**config.mk**
```make
export PLATFORM = sky130hd
export DESIGN_NAME = range_stream_tx_flat
export DESIGN_NICKNAME = d
export VERILOG_FILES = /design/src/rtl/range_stream_tx_if.sv /design/src/rtl/range_stream_tx.sv /design/src/flat_wrapper.sv
export SDC_FILE = /design/constraint.sdc
export NUM_CORES = 1
export LEC_CHECK = 0
export CAP_MARGIN = 25
export CORE_MARGIN = 3
export CORE_UTILIZATION = 30
export CTS_CLUSTER_SIZE = 12
export DETAILED_ROUTE_END_ITERATION = 8
export HOLD_SLACK_MARGIN = 0.1
export SYNTH_ARGS = -nofsm -noshare
export SYNTH_HDL_FRONTEND = slang
export SYNTH_SLANG_ARGS = --single-unit
```
**constraint.sdc**
```tcl
create_clock -name clock -period 3.05 [get_ports clock]
set_clock_uncertainty 0.15 [all_clocks]
set_input_delay 0.4575 -clock clock [delete_from_list [all_inputs] [get_ports clock]]
set_output_delay 0.4575 -clock clock [all_outputs]
set_load 0.05 [all_outputs]
```
**src/rtl/range_stream_tx_if.sv**
```systemverilog
// Sample-load / burst-playout bundle between a loader and range_stream_tx.
// The loader drives the master side; the transmitter implements the slave side.
interface range_stream_tx_if #(
    parameter int WIDTH = 8,
    parameter int DEPTH = 8
);
    logic [WIDTH-1:0]           wr_data;
    logic                       wr_en;
    logic                       start;
    logic                       full;
    logic [$clog2(DEPTH+1)-1:0] count;
    logic                       busy;
    logic                       done;
    logic [WIDTH-1:0]           data_out;
    logic                       go;
    logic                       finish;
    logic                       err;

    modport master (
        output wr_data, wr_en, start,
        input  full, count, busy, done, data_out, go, finish, err
    );

    modport slave (
        input  wr_data, wr_en, start,
        output full, count, busy, done, data_out, go, finish, err
    );
endinterface

```
**src/rtl/range_stream_tx.sv**
```systemverilog
// Buffers a burst of samples in a circular FIFO, then plays it out as
// data_out/go/finish for a range_finder-style receiver.
module range_stream_tx #(
    parameter int WIDTH = 8,
    parameter int DEPTH = 8
) (
    input  logic          clock,
    input  logic          reset,
    range_stream_tx_if.slave bus
);
    localparam int AW = (DEPTH > 1) ? $clog2(DEPTH) : 1;
    localparam int CW = $clog2(DEPTH + 1);
    localparam logic [CW-1:0] DEPTH_C = CW'(DEPTH);
    localparam logic [CW-1:0] ONE_C   = CW'(1);

    typedef enum logic [1:0] {IDLE, SEND, DONE} state_t;

    state_t           state_reg;
    logic [WIDTH-1:0] mem [DEPTH];
    logic [AW-1:0]    wr_ptr_reg;
    logic [AW-1:0]    rd_ptr_reg;
    logic [CW-1:0]    count_reg;
    logic             first_reg;
    logic             busy_reg;
    logic             done_reg;
    logic             go_reg;
    logic             finish_reg;
    logic             err_reg;
    logic [WIDTH-1:0] data_reg;

    logic full;
    logic wr_ok;
    logic pop;

    assign full  = (count_reg == DEPTH_C);
    // Loading is only allowed outside the burst; SEND owns the FIFO.
    assign wr_ok = (state_reg != SEND) && bus.wr_en && !full;
    assign pop   = (state_reg == SEND);

    // Storage has no reset so it maps onto block RAM.
    always_ff @(posedge clock) begin
        if (wr_ok) begin
            mem[wr_ptr_reg] <= bus.wr_data;
        end
    end

    always_ff @(posedge clock) begin
        if (reset) begin
            state_reg  <= IDLE;
            wr_ptr_reg <= '0;
            rd_ptr_reg <= '0;
            count_reg  <= '0;
            first_reg  <= 1'b0;
            busy_reg   <= 1'b0;
            done_reg   <= 1'b0;
            go_reg     <= 1'b0;
            finish_reg <= 1'b0;
            err_reg    <= 1'b0;
            data_reg   <= '0;
        end else begin
            busy_reg   <= 1'b0;
            done_reg   <= 1'b0;
            go_reg     <= 1'b0;
            finish_reg <= 1'b0;
            err_reg    <= 1'b0;

            if (wr_ok) begin
                wr_ptr_reg <= wr_ptr_reg + AW'(1);
                count_reg  <= count_reg + ONE_C;
            end else if (pop) begin
                count_reg  <= count_reg - ONE_C;
            end

            case (state_reg)
                IDLE: begin
                    if (bus.wr_en && full) begin
                        err_reg <= 1'b1;
                    end
                    if (bus.start) begin
                        // A write accepted this same cycle counts toward the burst.
                        if (count_reg != '0 || wr_ok) begin
                            state_reg <= SEND;
                            first_reg <= 1'b1;
                        end else begin
                            err_reg <= 1'b1;
                        end
                    end
                end
                SEND: begin
                    data_reg   <= mem[rd_ptr_reg];
                    rd_ptr_reg <= rd_ptr_reg + AW'(1);
                    go_reg     <= first_reg;
                    first_reg  <= 1'b0;
                    busy_reg   <= 1'b1;
                    if (bus.wr_en) begin
                        err_reg <= 1'b1;
                    end
                    if (count_reg == ONE_C) begin
                        finish_reg <= 1'b1;
                        state_reg  <= DONE;
                    end
                end
                DONE: begin
                    done_reg  <= 1'b1;
                    state_reg <= IDLE;
                    if (bus.wr_en && full) begin
                        err_reg <= 1'b1;
                    end
                end
                default: state_reg <= IDLE;
            endcase
        end
    end

    assign bus.full     = full;
    assign bus.count    = count_reg;
    assign bus.busy     = busy_reg;
    assign bus.done     = done_reg;
    assign bus.data_out = data_reg;
    assign bus.go       = go_reg;
    assign bus.finish   = finish_reg;
    assign bus.err      = err_reg;
endmodule

```
**src/flat_wrapper.sv**
```systemverilog
// flat-port wrapper written by rule: the top's interface ports become plain ports
module range_stream_tx_flat 
#(
    parameter int WIDTH = 8,
    parameter int DEPTH = 8
)
  (clock, reset, bus_wr_data, bus_wr_en, bus_start, bus_full, bus_count, bus_busy, bus_done, bus_data_out, bus_go, bus_finish, bus_err);
  range_stream_tx_if #(.WIDTH(WIDTH), .DEPTH(DEPTH)) bus_i ();
  input  logic clock;
  input  logic reset;
  input wire logic [$bits(bus_i.wr_data)-1:0] bus_wr_data;
  input wire logic [$bits(bus_i.wr_en)-1:0] bus_wr_en;
  input wire logic [$bits(bus_i.start)-1:0] bus_start;
  output wire logic [$bits(bus_i.full)-1:0] bus_full;
  output wire logic [$bits(bus_i.count)-1:0] bus_count;
  output wire logic [$bits(bus_i.busy)-1:0] bus_busy;
  output wire logic [$bits(bus_i.done)-1:0] bus_done;
  output wire logic [$bits(bus_i.data_out)-1:0] bus_data_out;
  output wire logic [$bits(bus_i.go)-1:0] bus_go;
  output wire logic [$bits(bus_i.finish)-1:0] bus_finish;
  output wire logic [$bits(bus_i.err)-1:0] bus_err;
  assign bus_i.wr_data = bus_wr_data;
  assign bus_i.wr_en = bus_wr_en;
  assign bus_i.start = bus_start;
  assign bus_full = bus_i.full;
  assign bus_count = bus_i.count;
  assign bus_busy = bus_i.busy;
  assign bus_done = bus_i.done;
  assign bus_data_out = bus_i.data_out;
  assign bus_go = bus_i.go;
  assign bus_finish = bus_i.finish;
  assign bus_err = bus_i.err;
  range_stream_tx #(.WIDTH(WIDTH), .DEPTH(DEPTH)) u_core (.clock(clock), .reset(reset), .bus(bus_i));
endmodule
```
==> metrics, run 1 <==
result of the run complete, no violations; commonest non-fill, non-tap cell in the layout edfxtp_1; Detailed Routing Iterations Pass 1 4; critical path launch point type flip-flop; Peak VDD IR 0.0003293 V; Setup WS pre-CTS 0.6531 ns; highest-count cells in the layout ignoring fill and taps edfxtp_1, clkdlybuf4s50_1, dfxtp_1, nand2_1, mux2_2; worst path setup slack after routing 0.2584 ns; buffers inserted by post-CTS timing repair 0; floorplan die width 115.0 um; Worst-Margin Slew approximately 0.75 ns; Critical Path Sink Type output port; final period utilization 0.9153; headroom to the max-slew limit 0.5006; Warnings, synthesis 0; count of maximum capacitance violations 0; pwr dens between 800 and 900 mW/mm^2; Routability Congestion 0.7899; antenna violations before repair 0; number of nets with antenna violations after routing 0; WHS Path Cells 2; flip-flop count of the largest register, all copies and words added 64; GRT overflow 0; routed via count divided by cell count 4.751; placeable core region around 0.012 sq mm; total negative setup slack 0 ns; upper clock frequency limit 0.3582 GHz; Setup Crit Path Kind reg -> out; die area 0.01324 sq mm; Worst Min Path Start u_core.bus.data_out[7]; Num CTS Buffers 9; synthesized flop and latch total 90; post-detailed-placement half-perimeter wirelength 4428 um; average wire length per cell after detail routing approximately 16 um; # DRC 0; ratio of cells with drive above 1 in the final layout 0.1908; TritonCTS sink count 90; number of global-route vias before repair 1,987; clock transition time at the flip-flop clock pins of the worst setup and hold paths 0.06 ns; number of nets in the synthesized netlist 258; syn avg cell area approximately 15 sq um; worst-case hold path end point u_core.bus.data_out[7]; setup repair after global routing missed its margin no; layout net count just under 300; starting density of the core 0.3098; Std-Cell Rows 39; cell count after synthesis 240; sequential-to-total area share from yosys stat 0.6847; number of port buffers 29; worst slack on hold paths 0.3078 ns; clock tree from TritonCTS built; standard cell area after detailed placement approximately 0.004 sq mm; worst-path maximum fanout 7; Slew Limit Fails 0; growth of design area from synthesis to finish 23.29%; Global Route Usage Sum 0.1099; DRC marker count from the first detailed-route iteration 140; beginning of the worst register-to-register path u_core.bus.count[0]; global-route wire length before repair 10,690 um; buffers from clock root to sink, at most 2; reg2reg end u_core.mem[4][6]; height of the die 115.0 um; hold bufs inserted after CTS 0; final setup violating endpoints 0; I/O pin count 30; setup slack of the worst register-to-register path ~0.8 ns; synthesized area 0.003567 sq mm; number of distinct library cells after synthesis 40; Antenna Cells 0; Hold Crit Class reg -> reg; total number of vias 2,024; root cell of the clock tree clkbuf_16; maximum level of the CTS H-tree 3; CTS resizes 0; sum of routed wire length over all layers 6755 um; insertion delay to the later sink of the worst-skew pair 0.34 ns; final critical delay including setup and external delays 2.792 ns; depth of the worst register-to-register path 7; WP data required 2.44 ns; static power due to leakage 0.001489 uW; number of failing hold endpoints at the final stage 0; cell area after layout roughly 0.0044 sq mm; maximum number of pins on one net before global-route repair 27; worst path arrival time 2.18 ns
==> report_power, final <==
| group | internal, uW | switching [uW] | total [uW] |
|---|---|---|---|
| registers | 1460 | 101 | 1560 |
| clock network | 834 | 465 | 1300 |
| logic | 411 | 600 | 1010 |
| total | 2700 | 1170 | 3870 |
==> critical path, cell delays in order (launching register included) <==
cell             delay, ns
dfxtp_1               0.36
inv_1                 0.14
ha_1                  0.23
nand3b_1              0.21
inv_1                 0.10
clkdlybuf4s50_1       0.80
==> kinds of logic after synthesis <==
kind of cell / share of synthesized area
DFF: 0.6847
adders and majority gates: 0.02104
xor gates and xnor gates: 0.01473
muxes: 0.1010
AOI/OAI and AO/OA: 0.05648
buffers and inverters: 0.02525
and+or+nand+nor: 0.09681
==> how the worst max path moves through the flow <==
stage | from | end | slack [ns] | cells past startpoint
global placement | u_core.bus.count[0] | bus_full | 0.72 | 5
finish | u_core.bus.count[0] | bus_full | 0.26 | 5
detailed placement | u_core.bus.count[0] | bus_full | 0.65 | 5
global route | u_core.bus.count[0] | bus_full | 0.12 | 5
CTS | u_core.bus.count[0] | bus_full | 0.24 | 5
floorplan | u_core.bus.count[0] | u_core.mem[0][0] | 0.18 | 5
==> per-stage QoR <==
step,total power (uW),utilization,instances
after floorplan,2326,-,240
final,3868,0.3819,426
after global placement,2587,0.3508,410
after global routing,4051,0.3819,426
after CTS,3914,0.3819,426
after detailed placement,2603,0.3508,410
==> cell usage after synthesis <==
cell type / count / area, sq um
xnor2_1: 3 / 26.28
nor2b_1: 9 / 56.30
clkbuf_1: 5 / 18.77
or2_2: 1 / 6.260
a211oi_1: 1 / 7.510
nand2_1: 18 / 67.56
a21o_1: 1 / 7.510
nor3b_1: 2 / 15.01
inv_1: 5 / 18.77
o22ai_1: 8 / 50.05
nand3_1: 4 / 20.02
xor2_1: 3 / 26.28
o21ai_0: 1 / 5.000
ha_1: 6 / 75.07
a2111oi_0: 1 / 8.760
edfxtp_1: 64 / 1922
mux2_2: 16 / 180.2
o21a_1: 1 / 7.510
nor4_1: 1 / 6.260
or3b_2: 1 / 8.760
and2_1: 1 / 6.260
o211ai_1: 1 / 7.510
or4_4: 1 / 11.26
nand4_1: 1 / 6.260
buf_6: 2 / 22.52
buf_2: 3 / 15.01
nor3_1: 4 / 20.02
a41oi_1: 1 / 8.760
dfxtp_1: 26 / 520.5
nor2_1: 14 / 52.55
o31ai_1: 8 / 60.06
buf_4: 2 / 15.01
nand3b_1: 1 / 7.510
and3_1: 2 / 12.51
and3b_1: 1 / 8.760
nand2b_1: 5 / 31.28
mux4_2: 8 / 180.2
a21oi_2: 1 / 8.760
nor4b_1: 1 / 8.760
a21oi_1: 6 / 30.03
==> layout make-up <==
class                      count  area, sq um
fill                        1087         7118
sequential                    90         2442
multi-input combinational    133         1035
timing repair buffer          39        365.4
clock buffer                  10        239.0
tap                          143        178.9
clock inverter                 6        118.9
inverter                       5        18.77
==> layer usage <==
metal / vias to the layer above / global-route usage / wire, um
li1: 977 / - / -
met1: 1017 / 0.1398 / 3182
met2: 22 / 0.1721 / 3221
met3: 8 / 0.03632 / 229
met4: 0 / 0.04695 / 122
met5: - / 0 / 0
(Power assumes the default switching activity.)
==> run 2, diff against run 1 <==
--- a/config.mk
+++ b/config.mk
@@ -11,6 +11,7 @@
 export CTS_CLUSTER_SIZE = 12
 export DETAILED_ROUTE_END_ITERATION = 8
 export HOLD_SLACK_MARGIN = 0.1
+export REMOVE_ABC_BUFFERS = 1
 export SYNTH_ARGS = -nofsm -noshare
 export SYNTH_HDL_FRONTEND = slang
 export SYNTH_SLANG_ARGS = --single-unit
==> metrics, run 2 (same netlist as run 1, synthesis figures left out) <==
result of the run complete, no violations; floorplan die width 115.0 um (unchanged); number of port buffers 29 (unchanged); headroom to the max-slew limit 0.5048 (+0.004183); end point of the critical path bus_full; layout net count 297 (+0.34%); Slew Limit Fails 0 (unchanged); slowest stage delay, CP 0.80 ns (about the same); count of maximum capacitance violations 0 (unchanged); Peak VDD IR 0.0002882 V (-12%); Critical Path Sink Type output port; Routability Congestion 0.7733 (-2.1%); # DRC 0 (unchanged); worst-path maximum fanout 7 (unchanged); placeable core region 0.01152 sq mm (unchanged); core utilization of the finished layout 0.3749 (-0.006953); Worst Setup SP u_core.bus.count[0]; die area 0.01324 sq mm (unchanged); final setup violating endpoints 0 (unchanged); beginning of the worst register-to-register path u_core.bus.count[0]; highest-count cells in the layout ignoring fill and taps edfxtp_1, clkdlybuf4s50_1, dfxtp_1, nand2_1, mux2_2; reg2reg end u_core.mem[4][4]; static power due to leakage 0.001446 uW (-2.9%); Internal Power 2429 uW (-10%); slowest library cell on the worst path clkdlybuf4s50_1; total number of vias 1,985 (-1.9%); ordered list of cells on the worst path inv_1, ha_1, nand3b_1, inv_1, clkdlybuf4s50_1; height of the die 115.0 um (unchanged); growth of design area from synthesis to finish 21.05%; buffers inserted by post-CTS timing repair 0 (unchanged); Clock power frac 0.279 (-0.057); Std-Cell Rows 39 (unchanged); maximum number of pins on one net before global-route repair 16 (-41%); maximum level of the CTS H-tree 3 (unchanged); depth of the worst register-to-register path 7 (unchanged); pwr dens 826.0 mW/mm^2 (-6.1%); number of failing hold endpoints at the final stage 0 (unchanged); Final Power 3566 uW (-7.8%); antenna violations before repair 0 (unchanged); Antenna Cells 0 (unchanged); Global Route Usage Sum 0.1105 (+0.0005795); clock tree from TritonCTS built; proportion of total power due to net switching 0.3190 (+0.01772); starting density of the core 0.3098 (unchanged); DRC marker count from the first detailed-route iteration 153 (+9.3%); final critical delay including setup and external delays 2.724 ns (-0.06780 ns); setup slack of the worst register-to-register path 0.86 ns (+0.06 ns); total negative setup slack 0 ns (unchanged); number of nets with antenna violations after routing 0 (unchanged); GRT overflow 0 (unchanged); Detailed Routing Iterations Pass 1 4 (unchanged); insertion delay to the later sink of the worst-skew pair 0.33 ns (about the same); switching power 1138 uW (-2.4%); root cell of the clock tree clkbuf_16; I/O pin count 30 (unchanged); CTS resizes 0 (unchanged); Flop pwr share 0.445 (+0.042); final period utilization 0.8930 (-0.02223); clock transition time at the flip-flop clock pins of the worst setup and hold paths 0.06 ns (about the same); buffers from clock root to sink, at most 2 (unchanged); Worst-Margin Slew 0.7401 ns (-0.006253 ns); global-route wire length before repair 10,960 um (+2.6%); number of global-route vias before repair 2,040 (+2.7%); Setup Crit Path Kind reg -> out; WP data required 2.44 ns (about the same); hold bufs inserted after CTS 0 (unchanged); fraction of power consumed by combinational cells 0.276 (+0.015); critical path launch point type flip-flop; TritonCTS sink count 90 (unchanged); commonest non-fill, non-tap cell in the layout edfxtp_1; setup repair after global routing missed its margin no; most used cell, CP inv_1; Num CTS Buffers 9 (unchanged); upper clock frequency limit 0.3671 GHz (+2.5%); worst path arrival time 2.12 ns (-0.06 ns); average wire length per cell after detail routing 15.69 um (-1.0%); post-detailed-placement half-perimeter wirelength 4406 um (-0.49%); routed via count divided by cell count 4.649 (-2.2%); Hold Crit Class reg -> reg; flip-flop count of the largest register, all copies and words added 64 (unchanged); sum of routed wire length over all layers 6701 um (-0.80%); ratio of cells with drive above 1 in the final layout 0.1866 (-0.004193)
[run 2: changes by cell type in the layout (fill, tap and decap cells not counted), sizes merged]
cell,previous run,this run
bufinv,3,0
buf,10,11
inv,8,7
clkinvlp,0,2
clkinv,0,2
[run 2: final cells by class]
class / instances / area (sq um)
Fill cell: 1092 / 7198
Sequential cell: 90 / 2442
Multi-Input combinational cell: 133 / 1035
Timing Repair Buffer: 40 / 372.9
Clock buffer: 10 / 229.0
Tap cell: 143 / 178.9
Clock inverter: 6 / 41.29
Inverter: 5 / 18.77
[run 2: metal layers]
metal | global-route usage | vias up | routed length, um
li1 | - | 977 | -
met1 | 0.1490 | 969 | 3171
met2 | 0.1725 | 31 | 3212
met3 | 0.02737 | 8 | 210
met4 | 0.04225 | 0 | 107
met5 | 0 | - | 0
[run 2: stage by stage]
step / area [sq um] / setup WS, ns / instances / hold WS [ns]
after floorplan: 3496 / 0.1775 / 228 / 0.2805
after global placement: 4048 / 0.7143 / 411 / 0.2927
after detailed placement: 4048 / 0.6720 / 411 / 0.2937
after CTS: 4318 / 0.3084 / 427 / 0.3082
after global routing: 4318 / 0.1735 / 427 / 0.3309
final: 4318 / 0.3262 / 427 / 0.3046
[run 2: worst min-delay path by stage]
stage                                 startpoint                      to  slack, ns  cells past startpoint
after detailed placement  u_core.bus.data_out[4]  u_core.bus.data_out[4]       0.29                      2
after global placement    u_core.bus.data_out[5]  u_core.bus.data_out[5]       0.29                      2
after floorplan                 u_core.first_reg           u_core.bus.go       0.28                      1
final                           u_core.first_reg           u_core.bus.go       0.30                      1
after global routing            u_core.first_reg           u_core.bus.go       0.33                      1
after CTS                 u_core.bus.data_out[4]  u_core.bus.data_out[4]       0.31                      2
[run 2: power by group through the flow]
stage	Combinational [uW]	Clock (uW)	Sequential (uW)
after CTS	996	1020	1590
after floorplan	471	0	1810
after global routing	1070	1080	1610
after detailed placement	992	0	1620
final	984	997	1590
after global placement	992	0	1610
[run 2: critical path, delay by kind of cell (launching register included)]
| kind | cells | cell delay, ns |
|---|---|---|
| simple gates | 1 | 0.20 |
| flops | 1 | 0.36 |
| fa+ha+maj | 1 | 0.20 |
| buf+inv | 3 | 1.03 |
==> run 3, diff against run 2 <==
==> constraint.sdc (replaced) <==
create_clock -name clock -period 2.27 [get_ports clock]
set_clock_uncertainty 0.15 [all_clocks]
set_input_delay 0.3405 -clock clock [delete_from_list [all_inputs] [get_ports clock]]
set_output_delay 0.3405 -clock clock [all_outputs]
set_load 0.05 [all_outputs]
==> metrics, run 3 (same netlist as run 1, synthesis figures left out) <==
fraction of power consumed by combinational cells 0.288 (+0.012); DRC marker count from the first detailed-route iteration 119 (-22%); Num CTS Buffers 9 (unchanged); buffers inserted by post-CTS timing repair 0 (unchanged); Worst Min Path Start u_core.bus.data_out[5]; die area 0.01324 sq mm (unchanged); final setup violating endpoints 0 (unchanged); starting density of the core 0.3098 (unchanged); routed via count divided by cell count 4.557 (-2.0%); Detailed Routing Iterations Pass 1 4 (unchanged); worst path arrival time 1.62 ns (-0.50 ns); upper clock frequency limit 0.4743 GHz; floorplan die width 115.0 um (unchanged); Setup Crit Path Kind reg -> out; TritonCTS sink count 90 (unchanged); Final Power 4927 uW (+38%); Std-Cell Rows 39 (unchanged); clock transition time at the flip-flop clock pins of the worst setup and hold paths 0.07 ns (about the same); setup repair after global routing missed its margin no; number of failing hold endpoints at the final stage 0 (unchanged); maximum number of pins on one net before global-route repair 27 (+11); result of the run complete, no violations; placeable core region 0.01152 sq mm (unchanged); commonest non-fill, non-tap cell in the layout edfxtp_1; Routability Congestion 0.7810 (+1.0%); Internal Power 3344 uW (+38%); GRT overflow 0 (unchanged); worst slack on hold paths 0.3054 ns (+0.0008020 ns); final period utilization 0.9288; Storage cell area 0.002442 sq mm (unchanged); static power due to leakage 0.001496 uW (+3.5%); clock tree from TritonCTS built; switching power 1584 uW (+39%); final critical delay including setup and external delays 2.108 ns; I/O pin count 30 (unchanged); insertion delay to the later sink of the worst-skew pair 0.34 ns (about the same); beginning of the worst register-to-register path u_core.bus.count[0]; maximum level of the CTS H-tree 3 (unchanged); Peak VDD IR 0.0003680 V (+28%); area occupied by multi-input gates 0.001035 sq mm (unchanged); setup slack of the worst register-to-register path 0.23 ns (-0.63 ns); number of global-route vias before repair 1,985 (-2.7%); CTS resizes 0 (unchanged); Antenna Cells 0 (unchanged); hold bufs inserted after CTS 0 (unchanged); Critical Path Sink Type output port; number of nets with antenna violations after routing 0 (unchanged); count of maximum capacitance violations 0 (unchanged); # DRC 0 (unchanged); highest metal layer with signal wires met4; Global Route Usage Sum 0.1101 (-0.0003697); Clock power frac 0.289 (+0.010); flip-flop count of the largest register, all copies and words added 64 (unchanged); worst path bufs/invs 1 (-2); growth of design area from synthesis to finish 23.68%; post-route met1 wirelength 3256 um (+2.7%); layout net count 303 (+2.0%); ordered list of cells on the worst path clkdlybuf4s50_1; Hold Crit Class reg -> reg; amount of wire on met3 after detailed routing 184 um (-12%); highest-count cells in the layout ignoring fill and taps edfxtp_1, clkdlybuf4s50_1, dfxtp_1, nand2_1; depth of the worst register-to-register path 6 (-1); ratio of cells with drive above 1 in the final layout 0.2138 (+0.02717); post-detailed-placement half-perimeter wirelength 4637 um (+5.2%); worst-path maximum fanout 7 (unchanged); WP data required 1.78 ns (-0.66 ns); slowest library cell on the worst path clkdlybuf4s50_1; global-route wire length before repair 10,970 um (about the same); pwr dens 1117 mW/mm^2 (+35%); WHS Path Cells 2 (+1); reg2reg end u_core.mem[3][1]; total number of vias 1,973 (-0.60%); slowest stage delay, CP 0.85 ns (+0.05 ns); DR WL met2 3007 um (-6.4%); critical path depth 1 (-4); Worst-Margin Slew 0.6957 ns (-0.04447 ns); proportion of total power due to net switching 0.3214 (+0.002352); Slew Limit Fails 0 (unchanged); buffers from clock root to sink, at most 2 (unchanged); root cell of the clock tree clkbuf_16; Flop pwr share 0.423 (-0.022); height of the die 115.0 um (unchanged); worst-case hold path end point u_core.bus.data_out[5]; Layout fillers 1,076 (-1.5%); average wire length per cell after detail routing 15.16 um (-3.4%); sum of routed wire length over all layers 6566 um (-2.0%); CP top delay family buffers and inverters; number of port buffers 29 (unchanged); critical path launch point type flip-flop; headroom to the max-slew limit 0.5345 (+0.02975); antenna violations before repair 0 (unchanged)
run 3: final cells by class:
cell class              instances  area share
flip-flops and latches         90      0.5536
well taps                     143     0.04056
inverters                       5    0.004254
multi-input cells             133      0.2345
clock inverters                 7     0.01617
clock buffers                   9     0.05105
repair buffers                 46     0.09983
run 3: layer usage:
| metal | track usage | vias to the layer above |
|---|---|---|
| met5 | 0 | - |
| met4 | 0.04695 | 0 |
| met3 | 0.03000 | 11 |
| met2 | 0.1659 | 29 |
| met1 | 0.1498 | 941 |
| li1 | - | 992 |
run 3: how the worst max path moves through the flow:
| stage | end | slack (ns) | start |
|---|---|---|---|
| 2_1_floorplan | u_core.mem[0][0] | -0.60 | u_core.bus.count[0] |
| 3_3_place_gp | u_core.mem[2][7] | 0.15 | bus_wr_en |
| 3_5_place_dp | u_core.mem[3][6] | 0.11 | bus_wr_en |
| 4_1_cts | bus_full | 0.14 | u_core.bus.count[0] |
| 5_1_grt | bus_full | 0.06 | u_core.bus.count[0] |
| 6_report | bus_count[2] | 0.16 | u_core.bus.count[2] |
run 3: stage by stage:
step	setup TNS, ns	instances	worst slack, ns	instance area (sq um)	util
finish	0	433	0.1616	4412	0.3831
CTS	0	433	0.1428	4412	0.3831
global placement	0	417	0.1525	4115	0.3573
global route	0	433	0.06318	4412	0.3831
detailed placement	0	417	0.1072	4115	0.3573
floorplan	-25.30	228	-0.6025	3496	-
run 3: power by group through the flow:
stage,Sequential [uW],Combinational [uW],Clock (uW)
after floorplan,2430,633,0
after global routing,2110,1550,1540
after detailed placement,2120,1430,0
after global placement,2120,1420,0
after CTS,2090,1430,1470
final,2080,1420,1430
run 3: worst min-delay path, stage by stage (launching register included):
cell and delay, ns:
dfxtp_1 0.33, nand2_1 0.05, o31ai_1 0.05
